[src/rtl/nested_rf_feeder_pkg.sv]
// Shared types and sizes for the nested register-file feeder.
package nested_rf_feeder_pkg;
  typedef enum logic {IDLE, CLEAR} state_t;
  localparam int DEPTH = 4;
  localparam int IDX_W = 2;
endpackage

[src/rtl/nested_rf_lane_steer.sv]
// Places one entry in the upper or lower half of the read word; the other half is zero.
module nested_rf_lane_steer #(
  parameter int WIDTH = 4
) (
  input  logic [WIDTH-1:0]   entry,
  input  logic               lane,
  output logic [2*WIDTH-1:0] data_out
);
  assign data_out = lane ? {entry, {WIDTH{1'b0}}} : {{WIDTH{1'b0}}, entry};
endmodule

[src/rtl/nested_rf_feeder.sv]
// Four-entry register file with a clear sweep and a one-cycle lane-steered read port.
module nested_rf_feeder #(
  parameter int WIDTH = 4,
  parameter int DEPTH = 4
) (
  input  logic               clk,
  input  logic               rst_n,
  input  logic               wr_valid,
  output logic               wr_ready,
  input  logic [1:0]         wr_idx,
  input  logic [WIDTH-1:0]   wr_data,
  input  logic               clr,
  input  logic               rd_valid,
  input  logic [1:0]         rd_idx,
  input  logic               rd_lane,
  output logic               out_valid,
  output logic [2*WIDTH-1:0] out_data,
  output logic               out_miss,
  output logic [DEPTH-1:0]   entry_valid,
  output logic               busy
);
  import nested_rf_feeder_pkg::*;

  // state | meaning
  // IDLE  | reads and writes serviced normally
  // CLEAR | cp sweeps entries 0..3, zeroing one per cycle
  state_t             state;
  logic [IDX_W-1:0]   cp;
  logic [WIDTH-1:0]   mem [DEPTH];
  logic [DEPTH-1:0]   vld;
  logic [2*WIDTH-1:0] steered;

  assign wr_ready    = (state == IDLE) && !clr;
  assign busy        = (state == CLEAR);
  assign entry_valid = vld;

  nested_rf_lane_steer #(.WIDTH(WIDTH)) u_steer (
    .entry    (mem[rd_idx]),
    .lane     (rd_lane),
    .data_out (steered)
  );

  always_ff @(posedge clk or negedge rst_n) begin
    if (!rst_n) begin
      state <= IDLE;
      cp    <= '0;
      vld   <= '0;
      for (int i = 0; i < DEPTH; i++) mem[i] <= '0;
    end else begin
      case (state)
        IDLE: begin
          if (clr) begin
            state <= CLEAR;
            cp    <= '0;
          end else if (wr_valid) begin
            mem[wr_idx] <= wr_data;
            vld[wr_idx] <= 1'b1;
          end
        end
        CLEAR: begin
          mem[cp] <= '0;
          vld[cp] <= 1'b0;
          cp      <= cp + 2'd1;
          if (cp == IDX_W'(DEPTH - 1)) state <= IDLE;
        end
        default: state <= IDLE;
      endcase
    end
  end

  // Read samples the array before this edge's write or sweep lands (no bypass).
  always_ff @(posedge clk or negedge rst_n) begin
    if (!rst_n) begin
      out_valid <= 1'b0;
      out_data  <= '0;
      out_miss  <= 1'b0;
    end else begin
      out_valid <= rd_valid;
      out_data  <= rd_valid ? steered : '0;
      out_miss  <= rd_valid && !vld[rd_idx];
    end
  end
endmodule

[config.mk]
export PLATFORM = sky130hd
export DESIGN_NAME = nested_rf_feeder
export DESIGN_NICKNAME = d
export VERILOG_FILES = /design/src/rtl/nested_rf_feeder_pkg.sv /design/src/rtl/nested_rf_lane_steer.sv /design/src/rtl/nested_rf_feeder.sv
export SDC_FILE = /design/constraint.sdc
export NUM_CORES = 1
export LEC_CHECK = 0
export CAP_MARGIN = 20
export CORE_UTILIZATION = 35
export CTS_BUF_LIST = sky130_fd_sc_hd__clkbuf_16
export DETAILED_ROUTE_END_ITERATION = 10
export PLACE_DENSITY = 0.63
export SYNTH_ARGS = -nofsm -noshare
export SYNTH_HDL_FRONTEND = slang
export SYNTH_SLANG_ARGS = --single-unit
[constraint.sdc]
create_clock -name clk -period 2.55 [get_ports clk]
set_clock_uncertainty 0.2 [all_clocks]
set_input_delay 0.255 -clock clk [delete_from_list [all_inputs] [get_ports clk]]
set_output_delay 0.255 -clock clk [all_outputs]
set_load 0.02 [all_outputs]
======== Word level (Yosys, flattened, before mapping) ========
Index checks and enable logic that the tools add are counted.
operators by class
  $add $sub $neg .......................... 1
  multipliers ............................. 0
  divide/modulo/power cells ............... 0
  magnitude comparators ................... 10
  equal/unequal tests ..................... 4
  shift operators ......................... 0
  multiplexer cells ....................... 27
  bitwise gates (word level) .............. 9
  reduce and logical (&&, ||, !) cells .... 9
operators by type and width
  operator                                              count
  two-way mux 16 bit                                    2
  case mux 16 bit (2 select lines)                      1
  two-way mux 4 bit                                     6
  bitwise AND 16 bit                                    1
  bitwise mux 16 bit                                    1
  demux 4 bit (select 2 bit)                            2
  two-way mux 8 bit                                     2
  inverter 16 bit                                       1
  >= comparator 3 bit (second input constant)           3
  < comparator 2 x 3 -> 1 bit (second input constant)   3
  inverter 2 -> 3 bit                                   3
  binary-select mux 4 bit (select 2 bit)                1
  case mux 4 bit (2 select lines)                       1
  logical AND 1 bit                                     6
  < comparator 3 x 1 -> 1 bit (second input constant)   2
  inequality test 2 bit (second input constant)         3
  two-way mux 1 bit                                     5
  bitwise AND 4 bit                                     1
  demux 1 bit (select 2 bit)                            2
  >= comparator 2 x 1 -> 1 bit (second input constant)  2
  inverter 4 bit                                        1
  bitwise OR 4 bit                                      1
  case mux 2 bit (2 select lines)                       1
  adder 2 x 1 -> 2 bit (second input constant)          1
  other kinds (7)                                       8
storage, ports and cells
  register bits ........................... 33
  latch bits .............................. 0
  bits in writable memories ............... 0
  memory bits (read-only) ................. 0
  memories ................................ 0

======== Logic depth before layout (Yosys ltp) ========
  depth after elaboration ................. 9
  gate-level depth with buffers ........... 5
  mapped depth without buffers ............ 5

======== Hierarchy ========
From an unflattened synthesis, not the netlist that was laid out.
unflattened totals
  cell total of the unflattened synthesis .. 122
  area, all modules ....................... 1550.2 um^2
by module, submodules not included
  module                instances  cells each  area each (um^2)  sequential area each (um^2)
  nested_rf_feeder      1          114         1500.2            825.8
  nested_rf_lane_steer  1          8           50.0              0.0

======== Worst setup path after synthesis ========
Ideal clock, no wire load.
  path kind ............................... register to register
  start ................................... reg state, in the netlist busy
  end ..................................... reg mem[12] (netlist name)
  arrival time ............................ 1287 ps
  setup slack ............................. 984 ps
  cell stages (with the launch flop) ...... 6
  path buffers ............................ 2
  cell sequence ........................... dfrtp_1 > buf_6 > nor2_8 > and4bb_1 > buf_6 > mux2i_1
on the way
  longest elaborated chain between the ends .. 3
RTL lines
  element                          RTL line                RTL
  from (decl)                      nested_rf_feeder.sv:27  state_t state;
  from (signal assigned)           nested_rf_feeder.sv:45  state <= IDLE;
  from (signal assigned)           nested_rf_feeder.sv:53  state <= CLEAR;
  from (signal assigned)           nested_rf_feeder.sv:64  if (cp == IDX_W'(DEPTH - 1)) state <= IDLE;
  inverter 1 bit                   --
  inequality test 2 bit (no line)  --
  AND reduction 2 bit (no line)    --
  to (signal, indexed assignment)  nested_rf_feeder.sv:56  mem[wr_idx] <= wr_data;
  to (decl)                        nested_rf_feeder.sv:29  logic [WIDTH-1:0] mem [DEPTH];
Parallel ways exist; a longest one is shown, timed or not.
A chain may end at the register's enable or synchronous reset.

======== Worst setup path after layout ========
  start ................................... reg state, in the netlist busy
  end ..................................... out wr_ready
on the way
  longest elaborated chain between the ends .. 2
RTL lines
  element            RTL line                RTL
  inverter 1 bit     --
  logical AND 1 bit  nested_rf_feeder.sv:33  assign wr_ready = (state == IDLE) && !clr;
  to (decl)          nested_rf_feeder.sv:9   output logic wr_ready,
Every way passes these cells.

==> tab_implementation.tex <==
\begin{tabular}{lr}
\hline
Metric & Value \\
\hline
\multicolumn{2}{l}{\textbf{Routing}} \\
\quad Total vias in the final route & 968 \\
\quad DRC Markers & 0 \\
\quad Routed WL & 2900 µm \\
\quad Detailed Routing Iterations Pass 1 & 4 \\
\quad Antenna viol nets, final & 0 \\
\quad Number of vias per cell & 4.89 \\
\quad Detailed-route wire length per cell & 14.6 µm \\
\quad Detailed router's first-iteration violation count & 12 \\
\multicolumn{2}{l}{\textbf{Place}} \\
\quad HPWL after DPL & 2140 µm \\
\quad Cell area after placement & 1810 µm² \\
\quad Number of port buffers & 29 \\
\quad Weighted congestion reported at the end of routability-driven placement & 0.742 \\
\multicolumn{2}{l}{\textbf{GRT}} \\
\quad Maximum number of pins on one net before global-route repair & 34 \\
\quad Antenna violations before repair & 0 \\
\quad Overflow left after global routing & 0 \\
\quad Wire length of the first global-routing pass & 4890 µm \\
\quad Via count of the first global-routing pass & 994 \\
\quad Global routing usage summed across all routing layers & 15.7\% \\
\multicolumn{2}{l}{\textbf{Flow run}} \\
\quad Max-capacitance violation count & 0 \\
\multicolumn{2}{l}{\textbf{Logic synthesis}} \\
\quad Area share of the leading cell type in the synthesized netlist & 55.7\% \\
\quad Summed instance area of the synthesized netlist & 1480 µm² \\
\quad Yosys Warn Count & 0 \\
\quad Largest cells by area after synthesis & sky130\_fd\_sc\_hd\_\_dfrtp\_1 56\%, sky130\_fd\_sc\_hd\_\_mux2i\_1 11\%, sky130\_fd\_sc\_hd\_\_mux4\_2 6.1\% \\
\quad Sequential element share of the synthesized area & 55.7\% \\
\quad Syn\_nets & 131 \\
\quad Cell taking the most area after synthesis & sky130\_fd\_sc\_hd\_\_dfrtp\_1 \\
\quad Number of enable-type register cells in the synthesized netlist & 0 \\
\quad Dominant synthesized flop cell & sky130\_fd\_sc\_hd\_\_dfrtp\_1 \\
\quad Async set-or-reset flop fraction in the synthesized netlist & 100\% \\
\quad Netlist cell types & 19 \\
\quad Post-synthesis register bit count & 33 \\
\quad Synthesized instance count & 113 \\
\quad Leading post-synthesis cells by instance count & 33 x sky130\_fd\_sc\_hd\_\_dfrtp\_1, 24 x sky130\_fd\_sc\_hd\_\_nand2\_1, 17 x sky130\_fd\_sc\_hd\_\_mux2i\_1, 7 x sky130\_fd\_sc\_hd\_\_inv\_1 \\
\quad Most frequent cell after synthesis & sky130\_fd\_sc\_hd\_\_dfrtp\_1 \\
\quad Average cell area after synthesis & 13.1 µm² \\
\multicolumn{2}{l}{\textbf{Timing}} \\
\quad Final total negative setup slack & 0 ns \\
\quad Final number of max-transition violations & 0 \\
\quad Final Setup Violations & 0 \\
\quad Achievable frequency & 481 MHz \\
\quad Crit path time final & 2.08 ns \\
\quad Share of the clock period used by the worst path & 81.6\% \\
\quad Slew at the pin with the worst max-slew slack & 0.429 ns \\
\quad Worst max-slew margin expressed relative to the limit & 71.4\% \\
\quad Count of endpoints failing hold in the final timing report & 0 \\
\quad Setup repair after global routing missed its margin & false \\
\multicolumn{2}{l}{\textbf{Setup path}} \\
\quad Arrival @ worst endpoint & 1.62 ns \\
\quad Worst-case register-to-register setup slack & 0.86 ns \\
\quad Category of the most critical setup path & flip-flop to output pin \\
\quad Required time at the endpoint of the critical path & 2.10 ns \\
\quad Startpoint types & flip-flop \\
\quad Sort of element at the end of the critical path & output pin \\
\quad Maximum fanout along the worst path & 10 \\
\multicolumn{2}{l}{\textbf{Clock network}} \\
\quad Total of cells resized after clock tree synthesis & 0 \\
\quad Clk sinks & 33 \\
\quad Clock Root Buffer & sky130\_fd\_sc\_hd\_\_clkbuf\_16 \\
\quad Clk pin slew, worst setup/hold paths & 0.05 ns \\
\quad H-tree levels & 2 \\
\quad TritonCTS clock tree & yes \\
\quad Cts hold-fix bufs & 0 \\
\quad Largest buffer count on any clock path & 2 \\
\quad TritonCTS Buffers & 5 \\
\quad Clock latency of the later-clocked register in the worst-skew pair & 0.28 ns \\
\quad Setup Fix Bufs, Post-CTS & 0 \\
\multicolumn{2}{l}{\textbf{Final layout}} \\
\quad Total inserted antenna cells & 0 \\
\quad Layout cells sized above 1 & 9.46\% \\
\quad Count of nets after finishing & 165 \\
\quad Layout Area Growth over Synthesis & 31.3\% \\
\quad Post-layout instance area & 1950 µm² \\
\quad Filler cell count & 367 \\
\multicolumn{2}{l}{\textbf{Power and ir drop}} \\
\quad Total power per unit cell area & 892 nW/µm² \\
\quad Leakage power summed over all cells & 0.996 nW \\
\quad Worst ir drop on vdd & 0.000409 V \\
\multicolumn{2}{l}{\textbf{Run status}} \\
\quad Result of the run & complete, no violations \\
\multicolumn{2}{l}{\textbf{Die}} \\
\quad \# rows & 23 \\
\quad Core footprint & 4030 µm² \\
\quad Horizontal extent of the die & 67.1 µm \\
\quad Y dimension of the die & 67.1 µm \\
\quad Number of placed I/O pins & 30 \\
\quad Area enclosed by the die boundary & 4500 µm² \\
\quad Starting Density & 36.8\% \\
\multicolumn{2}{l}{\textbf{Worst hold path}} \\
\quad Worst min-delay path class & input port to asynchronous set/reset pin \\
\hline
\end{tabular}
==> logic make-up (layout without fill, tap and decap cells) <==
| logic type | after synthesis | in the layout | share of synthesized area (%) |
|---|---|---|---|
| AO/OA/AOI/OAI | 4 | 4 | 2.11 |
| adder cells (fa/ha/maj) | 4 | 4 | 3.38 |
| buffers and inverters | 10 | 45 | 4.05 |
| flip-flops | 33 | 33 | 55.7 |
| multiplexers | 22 | 22 | 19.3 |
| AND/OR/NAND/NOR | 40 | 40 | 15.4 |
==> cell usage in the layout, fill, tap and decap left out <==
cell type                         count
sky130_fd_sc_hd__nor2b_1              2
sky130_fd_sc_hd__nand4_2              1
sky130_fd_sc_hd__clkbuf_16            5
sky130_fd_sc_hd__nor3_1               1
sky130_fd_sc_hd__and3_1               4
sky130_fd_sc_hd__a21o_1               3
sky130_fd_sc_hd__mux4_2               4
sky130_fd_sc_hd__inv_1                7
sky130_fd_sc_hd__mux4_1               1
sky130_fd_sc_hd__clkdlybuf4s50_1     29
sky130_fd_sc_hd__nor2_8               1
sky130_fd_sc_hd__and4b_1              1
sky130_fd_sc_hd__mux2i_1             17
sky130_fd_sc_hd__nand2_1             24
sky130_fd_sc_hd__clkinv_2             1
sky130_fd_sc_hd__buf_4                1
sky130_fd_sc_hd__clkinv_1             2
sky130_fd_sc_hd__dfrtp_1             33
sky130_fd_sc_hd__and4bb_1             1
sky130_fd_sc_hd__and2_1               4
sky130_fd_sc_hd__ha_1                 4
sky130_fd_sc_hd__a22o_1               1
sky130_fd_sc_hd__nand4b_2             1
==> worst max-delay path, stage by stage (launching register included) <==
cell and delay, ns:
sky130_fd_sc_hd__dfrtp_1 0.53, sky130_fd_sc_hd__nor2_8 0.20, sky130_fd_sc_hd__clkdlybuf4s50_1 0.62
==> worst paths after layout <==
kind	cells past startpoint	startpoint	to
hold reg to reg	1	entry_valid[0]	entry_valid[0]
max in group asynchronous	2	rst_n	entry_valid[2]
setup / recovery	2	busy	wr_ready
setup reg to reg	3	busy	mem[12]
hold / removal	2	rst_n	out_data[6]
min in group clk	1	entry_valid[0]	entry_valid[0]
==> registers in the layout, summed over array words and instances, names as in the netlist <==
signal and flops:
cp 2, out_miss 1, busy 1, entry_valid 4
mem 16, out_data 8, out_valid 1
==> cell type report <==
class | instances | area (µm²) | share of cell area, %
clock buffer | 5 | 125 | 6.43
inverter | 7 | 26.3 | 1.35
sequential | 33 | 826 | 42.4
multi-input combinational | 70 | 596 | 30.6
tap | 50 | 62.6 | 3.22
timing repair buffer | 30 | 298 | 15.3
clock inverter | 3 | 12.5 | 0.643
==> report_power, final <==
| part | internal (mW) | total [mW] | switching, mW |
|---|---|---|---|
| clock | 0.352 | 0.558 | 0.206 |
| sequential | 0.633 | 0.722 | 0.0889 |
| combinational | 0.217 | 0.456 | 0.239 |
==> per-layer routing <==
layer	routed length, µm	part of all wire [%]	track usage, %
met4	78	2.7	9.57
met3	131	4.5	3.60
met1	1220	42	18.0
met5	0	0	0
met2	1470	51	26.3
==> stage by stage <==
stage / std cells / total power, mW / utilization [%] / hold slack [ns] / worst slack (ns)
finish: 198 / 1.74 / 48.3 / 0.191 / 0.470
global route: 198 / 1.84 / 48.3 / 0.234 / 0.411
CTS: 198 / 1.76 / 48.3 / 0.201 / 0.448
detailed placement: 190 / 1.20 / 44.9 / 0.289 / 0.529
global placement: 190 / 1.17 / 44.9 / 0.287 / 0.546
floorplan: 113 / 0.999 / - / -0.241 / 0.984
Power figures use the tool's default switching activity.
